===== config.mk =====
export PLATFORM = sky130hd
export DESIGN_NAME = systolic_input_skewer
export DESIGN_NICKNAME = d
export VERILOG_FILES = /design/src/rtl/systolic_input_skewer.sv
export SDC_FILE = /design/constraint.sdc
export NUM_CORES = 2
export LEC_CHECK = 0
export ABC_CLOCK_PERIOD_IN_PS = 4300
export CORE_AREA = 2 2 418 420
export CTS_BUF_LIST = sky130_fd_sc_hd__clkbuf_16
export CTS_CLUSTER_DIAMETER = 80
export DETAILED_ROUTE_END_ITERATION = 7
export DIE_AREA = 0 0 420 422
export DONT_BUFFER_PORTS = 1
export GPL_TIMING_DRIVEN = 0
export RECOVER_POWER = 25
export SYNTH_ARGS = -nofsm -noshare
export SYNTH_HDL_FRONTEND = slang
export SYNTH_SLANG_ARGS = --single-unit

===== constraint.sdc =====
create_clock -name clk -period 4.3 [get_ports clk]
set_input_delay 0.86 -clock clk [delete_from_list [all_inputs] [get_ports clk]]
set_output_delay 0.86 -clock clk [all_outputs]
set_load 0.02 [all_outputs]

===== src/rtl/systolic_input_skewer.sv =====
// Diagonal-skew feeder for an NxN systolic array: lane i is delayed i+1 cycles, then drains with zeros.
// Define SKEW_PERF_CNT_EN to enable the stall_cycles counter; otherwise stall_cycles is tied to zero.
module systolic_skew_lane #(
  parameter int DATA_W = 32,
  parameter int DEPTH  = 1
) (
  input  logic              clk,
  input  logic              rst_flush,
  input  logic              i_adv,
  input  logic [DATA_W-1:0] i_din,
  output logic [DATA_W-1:0] o_dout
);
  logic [DEPTH-1:0][DATA_W-1:0] r_sr;

  always_ff @(posedge clk) begin
    if (rst_flush) begin
      r_sr <= '0;
    end else if (i_adv) begin
      r_sr[0] <= i_din;
      for (int k = 1; k < DEPTH; k++) r_sr[k] <= r_sr[k-1];
    end
  end

  assign o_dout = r_sr[DEPTH-1];
endmodule

module systolic_input_skewer #(
  parameter int DATA_W      = 32,
  parameter int N           = 8,
  parameter int K_W         = 9,
  parameter int DRAIN_EXTRA = 1
) (
  input  logic                clk,
  input  logic                rst_flush,
  input  logic                start,
  input  logic [K_W-1:0]      k_len,
  input  logic [N*DATA_W-1:0] a_vec,
  input  logic [N*DATA_W-1:0] b_vec,
  input  logic                in_valid,
  output logic                in_ready,
  output logic [N*DATA_W-1:0] inp_west,
  output logic [N*DATA_W-1:0] inp_north,
  output logic                valid,
  output logic                complete_matmul,
  input  logic                result_w_comp,
  output logic                busy,
  output logic [15:0]         stall_cycles
);
  localparam int DRAIN_LEN = 2*N - 1 + DRAIN_EXTRA;
  localparam int DC_W      = $clog2(DRAIN_LEN + 1);

  typedef enum logic [1:0] {IDLE, STREAM, DRAIN, DONE} state_t;

  state_t          r_state;
  logic [K_W-1:0]  r_k;
  logic [K_W-1:0]  r_beat;
  logic [DC_W-1:0] r_drain;
  logic            r_valid;
  logic            r_cmp;
  logic            w_stream;
  logic            w_drain;
  logic            w_adv;

  assign w_stream = (r_state == STREAM);
  assign w_drain  = (r_state == DRAIN);
  // Chains move on accepted beats and on every drain cycle; everything else freezes them.
  assign w_adv    = (w_stream & in_valid) | w_drain;

  always_ff @(posedge clk) begin
    if (rst_flush) begin
      r_state <= IDLE;
      r_k     <= '0;
      r_beat  <= '0;
      r_drain <= '0;
      r_valid <= 1'b0;
      r_cmp   <= 1'b0;
    end else begin
      r_valid <= w_adv;
      r_cmp   <= (r_state == DONE) && !result_w_comp;
      case (r_state)
        IDLE: begin
          if (start) begin
            if (k_len != '0) begin
              r_k     <= k_len;
              r_beat  <= '0;
              r_state <= STREAM;
            end else begin
              r_state <= DONE;
            end
          end
        end
        STREAM: begin
          if (in_valid) begin
            r_beat <= r_beat + 1'b1;
            if (r_beat == r_k - 1'b1) begin
              r_drain <= '0;
              r_state <= DRAIN;
            end
          end
        end
        DRAIN: begin
          r_drain <= r_drain + 1'b1;
          if (r_drain == DC_W'(DRAIN_LEN - 1)) r_state <= DONE;
        end
        DONE: begin
          if (result_w_comp) r_state <= IDLE;
        end
        default: r_state <= IDLE;
      endcase
    end
  end

  assign in_ready        = w_stream;
  assign valid           = r_valid;
  assign complete_matmul = r_cmp;
  assign busy            = (r_state != IDLE);

  for (genvar i = 0; i < N; i++) begin : g_lane
    logic [DATA_W-1:0] w_a_in;
    logic [DATA_W-1:0] w_b_in;
    assign w_a_in = w_stream ? a_vec[i*DATA_W +: DATA_W] : '0;
    assign w_b_in = w_stream ? b_vec[i*DATA_W +: DATA_W] : '0;

    systolic_skew_lane #(.DATA_W(DATA_W), .DEPTH(i+1)) u_west (
      .clk      (clk),
      .rst_flush(rst_flush),
      .i_adv    (w_adv),
      .i_din    (w_a_in),
      .o_dout   (inp_west[i*DATA_W +: DATA_W])
    );

    systolic_skew_lane #(.DATA_W(DATA_W), .DEPTH(i+1)) u_north (
      .clk      (clk),
      .rst_flush(rst_flush),
      .i_adv    (w_adv),
      .i_din    (w_b_in),
      .o_dout   (inp_north[i*DATA_W +: DATA_W])
    );
  end

`ifdef SKEW_PERF_CNT_EN
  logic [15:0] r_stall;

  always_ff @(posedge clk) begin
    if (rst_flush) begin
      r_stall <= '0;
    end else if ((r_state == IDLE) && start && (k_len != '0)) begin
      r_stall <= '0;
    end else if (w_stream && !in_valid && (r_stall != 16'hFFFF)) begin
      r_stall <= r_stall + 16'd1;
    end
  end

  assign stall_cycles = r_stall;
`else
  assign stall_cycles = 16'h0;
`endif
endmodule


==> out/qor.txt <==
Lkg Pwr = 29.6 nW
Pre-antenna DRT Iters = 6
Syn-to-layout area delta = 10.5%
# clock sinks = 2,331
Post-synth EDFFs = 0
global-route wire length before repair = 361 mm
# rows = 153
GR Util met2 = 43.6%
Slew Limit Headroom = 0.822%
Final Power = 49.6 mW
largest family of logic cells by synthesized area = simple AND/OR/NAND/NOR gates
initial antenna violation count = 50
final worst slack = 0.331 ns
Post-Syn Area = 0.0808 mm^2
Area contributors post-synth = dfxtp_1, nand2_1, a21oi_1
Mean Syn Cell Area = 8.46 um^2
GR Layer Usage met1 = 32.5%
Avg WL per Cell = 19.6 um
dpl ws = 0.230 ns
Starting Density = 46.8%
fin. max-slew vios = 0
CTS tree = yes
most frequent cells in the layout = nand2_1, dfxtp_1, a21oi_1
Antenna Violating Nets Remaining = 0
Post-Synth Adder-Cell Area = 0.139%
GR Util All Layers = 26.2%
data required time of the worst path = 5.10 ns
final setup vio count = 0
CP delay by family, top = buffers and inverters
grt met3 use = 5.53%
DP HPWL = 182 mm
CTS max path bufs = 3
CTS H-tree depth = 4
share of cells above drive strength 1 = 3.40%
CP startpoint kind = flip-flop
fin crit share = 92.3%
post-cts sizing count = 0
IO Port Bufs = 0
largest net degree at the start of global routing = 18
postcts setup bufs = 0
vias in the first global route = 60,300
worst hold-check path type = input port to flip-flop
Seq/Total Area, Yosys = 57.7%
Fmax = 252 MHz
Root Driver = clkbuf_16
vias = 63,300
IO Count = 1,058
post-synthesis mux area share = 0.189%
critical path peak fanout = 10
Yosys warning count = 0
Chip Height = 422 um
Seq. cell area = 0.0467 mm^2
CP max stage cell = clkbuf_1
ys flop type = dfxtp_1
pwr dens = 556 mW/mm^2
RSZ-0062 raised after global routing = no
setup TNS = 0 ns
GRT overflow = 0
multi-input combinational cell area = 0.0280 mm^2
hold_ws = 0.101 ns
Iter 0 DRT Violations = 3,744
clock period minus final worst setup slack = 3.97 ns
CORE AREA = 0.173 mm^2
complex-gate fraction of the synthesized area = 16.9%
crit path kind = flip-flop to flip-flop
gp weighted congestion = 0.919
worst vdd ir = 0.378 mV
critical path capture point type = flip-flop
Post-route DRC = 0
ys async rst share = 0%
CP peak stage delay = 1.13 ns
die width = 420 um
final hold viol count = 0
clock slew at reported path FFs = 0.07 ns
NumNets Final = 10,300
Fin Clk Skew = 0.0470 ns
largest area contributor in the netlist = dfxtp_1
final WL = 241 mm
final core utilization = 51.7%
Clock Latency Late Sink = 0.88 ns
outcome = complete, no violations
Worst-Margin Slew = 1.49 ns
cell count after synthesis = 9,553
most common cell after layout, fill and taps aside = nand2_1
busiest grt layer = met2
max-cap viol count = 0
CTS buffer count = 228
Yosys top cell area share = 57.7%
Critical path buffers and inverters = 4
hold-fix buffers at CTS = 0
CP cell instances = inv_1 -> ha_1 -> inv_1 -> nor3_1 -> clkbuf_1 -> clkbuf_1 -> a22o_1
fillcell total = 17,100
synth unique cells = 52
simple-gate share of the synthesized area = 17.1%
crit path DAT = 4.77 ns
Via density = 5.13
full die area = 0.177 mm^2
flops & latches, synth = 2,331
xor-xnor portion of the synthesized cell area = 0.228%
## routing by layer
layer / part of all wire [%] / wire length (um)
met3: 5.8 / 13900
met4: 4.3 / 10300
met1: 42 / 101000
met5: 0.045 / 109
met2: 48 / 116000
## through the flow
stage | std cells | instance area, um^2
final | 12300 | 89300
after global routing | 12300 | 89300
after CTS | 12300 | 90900
after detailed placement | 11900 | 83900
after global placement | 11900 | 83800
after floorplan | 9568 | 80900
## area by class of cell
class | instances | area share, %
flip-flops and latches | 2331 | 52.2
multi-input cells | 6047 | 31.4
clock buffers | 228 | 6.39
plain buffers | 1179 | 5.05
well taps | 2325 | 3.26
clock inverters | 188 | 1.55
diodes | 31 | 0.0869
inverters | 11 | 0.0462
repair buffers | 2 | 0.0252
## cells in the mapped netlist, types with 2 or more instances
cell and count:
nand2_1 3590, nand3_1 4, a21oi_1 1794, nor4_1 2, ha_1 9, nor3_1 3
xnor2_1 8, dfxtp_1 2331, buf_1 44, and3_1 5, xor2_1 13, inv_1 10
buf_2 10, clkbuf_1 661, buf_4 464, a22o_1 512, nand2b_1 7, mux2i_1 13
o22ai_2 2, nand4_1 6, nor2_1 28, o31ai_1 2, or4_1 2, o21ai_0 2
or3_1 3, o21bai_1 2
## flip-flops by register name (all words and copies together) (netlist names)
name / flops
r_drain: 5
g_lane.u_north.r_sr: 896
g_lane.u_north.o_dout: 256
g_lane.u_west.r_sr: 896
complete_matmul: 1
r_beat: 9
r_state: 2
g_lane.u_west.o_dout: 256
valid: 1
r_k: 9
## kinds of logic (layout without fill, tap and decap cells)
family | Yosys count | count (layout)
buffers and inverters | 1190 | 1608
flip-flops | 2331 | 2331
multiplexers | 15 | 15
adder cells (fa/ha/maj) | 9 | 9
AND/OR/NAND/NOR | 3657 | 3657
AO/OA/AOI/OAI | 2329 | 2329
other | 1 | 47
XOR/XNOR | 21 | 21
## where the power goes
group	switching [mW]	internal, mW	leakage [nW]	total [mW]
registers	0.770	22.5	18.8	23.3
logic	5.91	1.46	7.04	7.37
clock network	8.55	10.5	3.70	19.0
total	15.2	34.4	29.6	49.6
## final timing paths
check | start | to | slack (ns) | depth (start not counted)
worst max-delay path | r_state[1]$_SDFFE_PP0P_ | g_lane[1].u_west.r_sr[15]$_SDFFE_PP0P_ | 0.33 | 7
worst min-delay path | a_vec[245] | g_lane[7].u_west.r_sr[21]$_SDFFE_PP0P_ | 0.10 | 1
worst max register to register | r_state[1]$_SDFFE_PP0P_ | g_lane[1].u_west.r_sr[15]$_SDFFE_PP0P_ | 0.33 | 7
worst min register to register | g_lane[6].u_west.r_sr[184]$_SDFFE_PP0P_ | g_lane[6].u_west.o_dout[24]$_SDFFE_PP0P_ | 0.42 | 2
Note: power is estimated with default switching activity, not from simulation.
